$ cat config.mk
export PLATFORM = sky130hd
export DESIGN_NAME = gate_truth_table_tester_flat
export DESIGN_NICKNAME = d
export VERILOG_FILES = /design/src/rtl/logic_gate_pkg.sv /design/src/rtl/gate_truth_table_tester_if.sv /design/src/rtl/gate_truth_table_tester_settle_counter.sv /design/src/rtl/gate_truth_table_tester.sv /design/src/flat_wrapper.sv
export SDC_FILE = /design/constraint.sdc
export NUM_CORES = 1
export LEC_CHECK = 0
export CAP_MARGIN = 10
export CORE_AREA = 2 2 41 59
export CTS_CLUSTER_SIZE = 14
export DETAILED_ROUTE_END_ITERATION = 7
export DIE_AREA = 0 0 43 61
export GPL_TIMING_DRIVEN = 0
export PLACE_DENSITY = 0.7
export SLEW_MARGIN = 30
export SYNTH_ARGS = -nofsm -noshare
export SYNTH_HDL_FRONTEND = slang
export SYNTH_SLANG_ARGS = --single-unit
$ cat constraint.sdc
create_clock -name clk -period 1.5 [get_ports clk]
set_input_delay 0.225 -clock clk [delete_from_list [all_inputs] [get_ports clk]]
set_output_delay 0.225 -clock clk [all_outputs]
set_load 0.01 [all_outputs]
$ cat src/rtl/logic_gate_pkg.sv
// logic_gate_pkg: shared FSM states, vector count and gate truth tables
package logic_gate_pkg;
  typedef enum logic [1:0] {IDLE, DRIVE, SAMPLE, DONE} state_t;
  localparam int NUM_VECTORS = 4;
  localparam logic [3:0] TT_NAND = 4'b0111;
  localparam logic [3:0] TT_AND  = 4'b1000;
  localparam logic [3:0] TT_OR   = 4'b1110;
  localparam logic [3:0] TT_NOR  = 4'b0001;
  localparam logic [3:0] TT_XOR  = 4'b0110;
  localparam logic [3:0] TT_XNOR = 4'b1001;
endpackage

$ cat src/rtl/gate_truth_table_tester_if.sv
// gate_truth_table_tester_if: stimulus/response bundle between tester and its user
interface gate_truth_table_tester_if;
  logic       start;
  logic       y_in;
  logic       a_out;
  logic       b_out;
  logic       busy;
  logic       done;
  logic       pass;
  logic [3:0] fail_mask;
  logic [2:0] mismatch_count;
  logic [1:0] vector_idx;
  modport master (
    output start, y_in,
    input  a_out, b_out, busy, done, pass, fail_mask, mismatch_count, vector_idx
  );
  modport slave (
    input  start, y_in,
    output a_out, b_out, busy, done, pass, fail_mask, mismatch_count, vector_idx
  );
endinterface

$ cat src/rtl/gate_truth_table_tester_settle_counter.sv
// settle_counter: counts hold cycles, flags the last one at SETTLE_CYCLES-1
module settle_counter #(
  parameter int SETTLE_CYCLES = 2,
  localparam int W = $clog2(SETTLE_CYCLES + 1)
) (
  input  logic clk,
  input  logic rst,
  input  logic clear,
  input  logic en,
  output logic tc
);
  logic [W-1:0] cnt;
  // count while enabled, restart from zero on clear
  always_ff @(posedge clk)
    if (rst || clear) cnt <= '0;
    else if (en) cnt <= cnt + 1'b1;
  assign tc = cnt == W'(SETTLE_CYCLES - 1);
endmodule

$ cat src/rtl/gate_truth_table_tester.sv
// gate_truth_table_tester: sweeps A/B through 00..11 and checks Y against a truth table
module gate_truth_table_tester
  import logic_gate_pkg::*;
#(
  parameter logic [3:0] TRUTH_TABLE = TT_NAND,
  parameter int SETTLE_CYCLES = 2
) (
  input logic clk,
  input logic rst,
  gate_truth_table_tester_if.slave bus
);
  if (SETTLE_CYCLES < 1 || SETTLE_CYCLES > 255) begin : g_bad_settle
    $error("SETTLE_CYCLES must be within 1..255");
  end
  state_t state;
  logic tc;
  logic miss;
  logic [3:0] miss_bit;
  settle_counter #(.SETTLE_CYCLES(SETTLE_CYCLES)) u_settle (
    .clk(clk),
    .rst(rst),
    .clear(state != DRIVE),
    .en(state == DRIVE),
    .tc(tc)
  );
  // X/Z on Y must count as a mismatch, hence case-inequality
  always_comb begin
    miss = bus.y_in !== TRUTH_TABLE[bus.vector_idx];
    miss_bit = miss ? 4'b0001 << bus.vector_idx : 4'b0000;
  end
  // sweep sequencer with registered stimulus and result outputs
  always_ff @(posedge clk)
    if (rst) begin
      state <= IDLE;
      bus.a_out <= 1'b0;
      bus.b_out <= 1'b0;
      bus.busy <= 1'b0;
      bus.done <= 1'b0;
      bus.pass <= 1'b0;
      bus.fail_mask <= '0;
      bus.mismatch_count <= '0;
      bus.vector_idx <= '0;
    end else
      case (state)
        IDLE, DONE:
          if (bus.start) begin
            state <= DRIVE;
            {bus.a_out, bus.b_out} <= 2'b00;
            bus.busy <= 1'b1;
            bus.done <= 1'b0;
            bus.pass <= 1'b0;
            bus.fail_mask <= '0;
            bus.mismatch_count <= '0;
            bus.vector_idx <= '0;
          end
        DRIVE: if (tc) state <= SAMPLE;
        SAMPLE: begin
          bus.fail_mask <= bus.fail_mask | miss_bit;
          bus.mismatch_count <= bus.mismatch_count + 3'(miss);
          if (bus.vector_idx == 2'(NUM_VECTORS - 1)) begin
            state <= DONE;
            bus.busy <= 1'b0;
            bus.done <= 1'b1;
            bus.pass <= (bus.fail_mask | miss_bit) == '0;
          end else begin
            state <= DRIVE;
            bus.vector_idx <= bus.vector_idx + 2'd1;
            {bus.a_out, bus.b_out} <= bus.vector_idx + 2'd1;
          end
        end
        default: state <= IDLE;
      endcase
endmodule

$ cat src/flat_wrapper.sv
// flat-port wrapper written by rule: the top's interface ports become plain ports
module gate_truth_table_tester_flat import logic_gate_pkg::*;
#(
  parameter logic [3:0] TRUTH_TABLE = TT_NAND,
  parameter int SETTLE_CYCLES = 2
)
  (clk, rst, bus_start, bus_y_in, bus_a_out, bus_b_out, bus_busy, bus_done, bus_pass, bus_fail_mask, bus_mismatch_count, bus_vector_idx);
  gate_truth_table_tester_if bus_i ();
  input logic clk;
  input logic rst;
  input wire logic [$bits(bus_i.start)-1:0] bus_start;
  input wire logic [$bits(bus_i.y_in)-1:0] bus_y_in;
  output wire logic [$bits(bus_i.a_out)-1:0] bus_a_out;
  output wire logic [$bits(bus_i.b_out)-1:0] bus_b_out;
  output wire logic [$bits(bus_i.busy)-1:0] bus_busy;
  output wire logic [$bits(bus_i.done)-1:0] bus_done;
  output wire logic [$bits(bus_i.pass)-1:0] bus_pass;
  output wire logic [$bits(bus_i.fail_mask)-1:0] bus_fail_mask;
  output wire logic [$bits(bus_i.mismatch_count)-1:0] bus_mismatch_count;
  output wire logic [$bits(bus_i.vector_idx)-1:0] bus_vector_idx;
  assign bus_i.start = bus_start;
  assign bus_i.y_in = bus_y_in;
  assign bus_a_out = bus_i.a_out;
  assign bus_b_out = bus_i.b_out;
  assign bus_busy = bus_i.busy;
  assign bus_done = bus_i.done;
  assign bus_pass = bus_i.pass;
  assign bus_fail_mask = bus_i.fail_mask;
  assign bus_mismatch_count = bus_i.mismatch_count;
  assign bus_vector_idx = bus_i.vector_idx;
  gate_truth_table_tester #(.TRUTH_TABLE(TRUTH_TABLE), .SETTLE_CYCLES(SETTLE_CYCLES)) u_core (.clk(clk), .rst(rst), .bus(bus_i));
endmodule
# Yosys cells after proc, flatten, opt, wreduce, memory -nomap -nowiden
# Index checks and enable logic that the tools add are counted.
# totals
reg_bits	18
latchBits	0
ram_bits	0
rom_bits	0
input_bits	4
out_inout_bits	14
word_cells	62
mem_count	0
# op_classes
addsub	3
n_mul	0
div_mod_pow	0
order_cmp	1
eq_ne	11
shifts	1
muxes	26
bitwise	1
reduce_logical	9
# op_table
cell	n
2-bit two-way mux	5
1-bit one-hot mux with 2 select lines	5
1-bit two-way mux	8
4-bit two-way mux	2
4-bit one-hot mux with 2 select lines	1
2-bit == test, second input constant	3
2-bit by 1-bit inequality test with 1-bit output, second input constant	3
2-bit one-hot mux with 3 select lines	1
3-bit one-hot mux with 2 select lines	1
3-bit AND reduction	2
2-bit by 1-bit adder with 2-bit output, second input constant	2
2-bit by 1-bit == test with 1-bit output, second input constant	2
4-bit logical NOT	1
2-bit inequality test, second input constant	2
4-bit OR	1
2-bit one-hot mux with 2 select lines	1
2-bit AND reduction	2
1-bit by 2-bit << shifter with 4-bit output, first input constant	1
3-bit by 1-bit adder with 3-bit output	1
2-bit by 3-bit < comparator with 1-bit output, second input constant	1
3-bit two-way mux	1
1-bit binary-select mux with 2-bit select	1
2-bit logical NOT	1
2-bit nonzero test	1
other kinds (3)	3

# Depth between registers and ports, before layout
# Gate-level depths: netlist (run 1).
# depth
word_depth	8
ltp_mapped	8

# Modules after synthesis
# Synthesis (run 1) repeated with hierarchy kept, for this count alone.
# unflattened
hier_cells	103
area_unflattened_um2	908.4
# by_module_without_submodules
module	instances	cells_each	area_each_um2	seq_area_each_um2
gate_truth_table_tester	1	95	814.5	280.3
settle_counter	1	8	93.8	40.0

# Worst setup path after synthesis (run 1)
# No wires, ideal clock.
# synth_path
path_type	reg-to-reg
from	register u_core.bus.vector_idx[1]
to	register u_core.bus.mismatch_count[2]
t_arrival_ps	1469
t_required_ps	1373
path_slack_ps	-97
path_stages_with_launch	9
n_path_buf	0
period_less_slack_ps	1597
path_cell_list	dfxtp_1 > ha_1 > xnor2_2 > and2_1 > ha_1 > nand2b_1 > o21ai_1 > a22oi_1 > nor2_1
# synth_between
elab_chain_cells	5
# synth_lines
item	line	text
start: declaration	gate_truth_table_tester_if.sv:19	output a_out, b_out, busy, done, pass, fail_mask, mismatch_count, vector_idx
start signal: assignment	gate_truth_table_tester.sv:67	bus.vector_idx <= bus.vector_idx + 2'd1;
1-bit binary-select mux with 2-bit select	gate_truth_table_tester.sv:28	miss = bus.y_in !== TRUTH_TABLE[bus.vector_idx];
1-bit two-way mux (not written as such)	gate_truth_table_tester.sv:28	
1-bit case inequality test	gate_truth_table_tester.sv:28	
3-bit by 1-bit adder with 3-bit output	gate_truth_table_tester.sv:59	bus.mismatch_count <= bus.mismatch_count + 3'(miss);
3-bit one-hot mux with 2 select lines	gate_truth_table_tester.sv:44	case (state)
end signal: assignment	gate_truth_table_tester.sv:59	
end: declaration	gate_truth_table_tester_if.sv:19	
# No other way between the ends. The select of a mux whose other input is x is not followed.
# A chain may end at the register's enable or synchronous reset.

# Worst setup path in the final report (run 1)
# Ends and elaborated chain as after synthesis.

==> metrics.yaml, run 1 <==
fin_crit_sh_pct: 97.55
place_ws_ns: -0.2740
final_hold_viol_count: 0
ys_ff_latch: 16
coreArea_um2: 2102
antenna_found_initial: 0
start_util_pct: 42.14
post_drt_wl_per_cell_um: 12.49
wl_um: 1873
tightest_slew_ns: 0.4548
start_kind: "flop"
whs_ns: 0.4273
cts_made_buffers: 3
drtPass1Iterations: 4
hpwl_um: 1309
cap_viol_max_count: 0
rsz0062_at_grt: "true"
hold_class: "reg -> reg"
yosys.area.top_type: "dfxtp_1"
worstPathArrival_ns: 1.63
die_w_um: 43
synthTopCellsByArea: "dfxtp_1 (36%), ha_1 (14%), a21oi_1 (6.2%)"
finalPower_uw: 919.4
path_max_fanout: 5
ant_nets: 0
grt_max_degree: 11
critical-path-top-delay-family: "flip-flops"
irDropWorstVdd_uv: 455.7
critPathKind: "reg -> reg"
setup_violations: 0
die_height_um: 61
fin_ws_ns: 0.03672
yosysWarnings: 0
required_ns: 1.67
drtIter0Drc: 20
htreeDepth: 1
crit_top_cell: "ha_4"
io_pins: 18
multi_input_area_um2: 581.8
drc: 0
ys_seq_area_share_pct: 36.16
critPathCaptureType: "flop"
fin_crit_ns: 1.463
place_area_um2: 1086
clkLatencyLatePin_ns: 0.29
slew_violations: 0
seqCellArea_um2: 332.8
port_buffers: 17
gr-usage-met1_pct: 15.48
die_area_um2: 2623
nets: 144
grt.total_usage_pct: 15.72
area_growth_pct: 42.80
slew_headroom_pct: 69.68
cts_tree: "built"
syn_nets: 114
skew_ns: 0.001398
powerDensity_nw_per_um2: 726.8
synth_top_area_share_pct: 36.16
vias: 796
antennaDiodeCount: 0
via_per_inst: 5.307
grt_pass1_vias: 776
fillCellCount: 181
top_usage_layer: "met2"
yosys.cell_types.count: 34
num_rows: 20
grt.overflow.total: 0
gr-usage-met3_pct: 2.083
cp_slowest_cell: "dfxtp_4"
worst-path-buf-inv: 0
fmax_ghz: 0.6834
cts.clk_slew.worst_paths_ns: 0.09
max_stage_delay_ns: 0.37
clk_path_buf_depth: 2
final_layout_size_suffix_gt1_share_pct: 30.47
avgSynthCellArea_um2: 8.859
syn-cell-area_um2: 885.9
final_common_cell: "clkdlybuf4s50_1"
status: "complete, no violations"
final_area_um2: 1265
gr-usage-met2_pct: 30.74
synthCells: 100
cts.sinks: 16
worstPathCellList: "ha_4 > xnor2_4 > and2_4 > ha_4 > nand2b_4 > o21ai_2 > a22oi_1 > nor2_1"
power.leakage_nw: 0.4828
most-common-layout-cells: "clkdlybuf4s50_1 (15), nor2_1 (12), a21oi_1 (10), buf_4 (10), dfxtp_1 (10)"
fin_util_pct: 60.18
root_buffer: "clkbuf_4"
gp_congestion: 0.7497
grt_pass1_wl_um: 3056
cell families after synthesis:
| family | after synthesis | synth area share, % |
|---|---|---|
| flops | 16 | 36.16 |
| buf+inv | 13 | 7.768 |
| mux | 1 | 1.130 |
| fa+ha+maj | 10 | 14.12 |
| simple gates | 33 | 20.90 |
| compound gates | 25 | 17.09 |
| xor+xnor | 2 | 2.826 |
Yosys cell counts, drive strengths merged:
| cell type | count |
|---|---|
| dfxtp | 16 |
| a21oi | 12 |
| nor2 | 12 |
| ha | 10 |
| inv | 7 |
| buf | 5 |
| nand2b | 5 |
| o21ai | 5 |
| nand2 | 3 |
| nor3 | 3 |
| a32oi | 2 |
| nand4 | 2 |
| nor2b | 2 |
| xnor2 | 2 |
| a211oi | 1 |
| a22oi | 1 |
| a31oi | 1 |
| and2 | 1 |
| and2b | 1 |
| and3b | 1 |
| clkbuf | 1 |
| mux2i | 1 |
| nand3 | 1 |
| o211a | 1 |
| o21bai | 1 |
| o22ai | 1 |
| or2 | 1 |
| or4 | 1 |
layer usage:
layer,routed length [um],up-vias
met4,42,0
met2,990,24
met3,80,5
li1,-,400
met5,0,-
met1,759,367
sequential cells by signal (all words and copies together), names as in the netlist:
name / count
u_core.bus.done: 1
u_core.bus.b_out: 1
u_core.bus.busy: 1
u_core.state: 2
u_core.bus.pass: 1
u_core.u_settle.cnt: 2
u_core.bus.fail_mask: 4
u_core.bus.mismatch_count: 3
u_core.bus.vector_idx: 1
what timing repair did:
action,CTS,global route
hold buffers,0,0
setup endpoints to repair,14,9
cloned,0,0
buffers inserted,6,2
pin swaps,2,6
gates resized for setup,10,16
worst reg2reg max path, stage by stage (launching register included):
cell and delay (ns):
dfxtp_4 0.37, ha_4 0.18, xnor2_4 0.15, and2_4 0.17, ha_4 0.12, nand2b_4 0.11, o21ai_2 0.04, a22oi_1 0.15
nor2_1 0.05
power by group:
part           switching, mW  leakage [nW]  total, mW  internal, mW
Combinational          0.124         0.336      0.236         0.112
Sequential            0.0123         0.133      0.455         0.442
Clock                  0.136        0.0138      0.229        0.0936
stage by stage:
stage	cells	TNS (ns)
global route	150	-0.1330
detailed placement	139	-1.306
finish	150	0
global placement	139	-1.044
CTS	148	-0.02534
floorplan	100	0
final cells by class:
cell class	count	area share (%)
inverter	7	2.077
clock buffer	3	1.780
buffer	6	3.660
sequential	16	26.31
multi-input combinational	71	45.99
tap	22	2.176
timing repair buffer	25	18.00
path summary, 6_finish.rpt:
kind                            startpoint                            to  slack (ns)  depth (start not counted)
setup / recovery  u_core.bus.vector_idx[1]  u_core.bus.mismatch_count[2]        0.04                          8
hold / removal      u_core.u_settle.cnt[0]        u_core.u_settle.cnt[0]        0.43                          1
setup reg to reg  u_core.bus.vector_idx[1]  u_core.bus.mismatch_count[2]        0.04                          8
hold reg to reg     u_core.u_settle.cnt[0]        u_core.u_settle.cnt[0]        0.43                          1
Note: power is estimated with default switching activity, not from simulation.
==> inputs of run 2 (changes only) <==
SLEW_MARGIN = 20   (was 30)
==> results of run 2 <==
The final DEF is identical to that of run 1; final timing and power are the same.
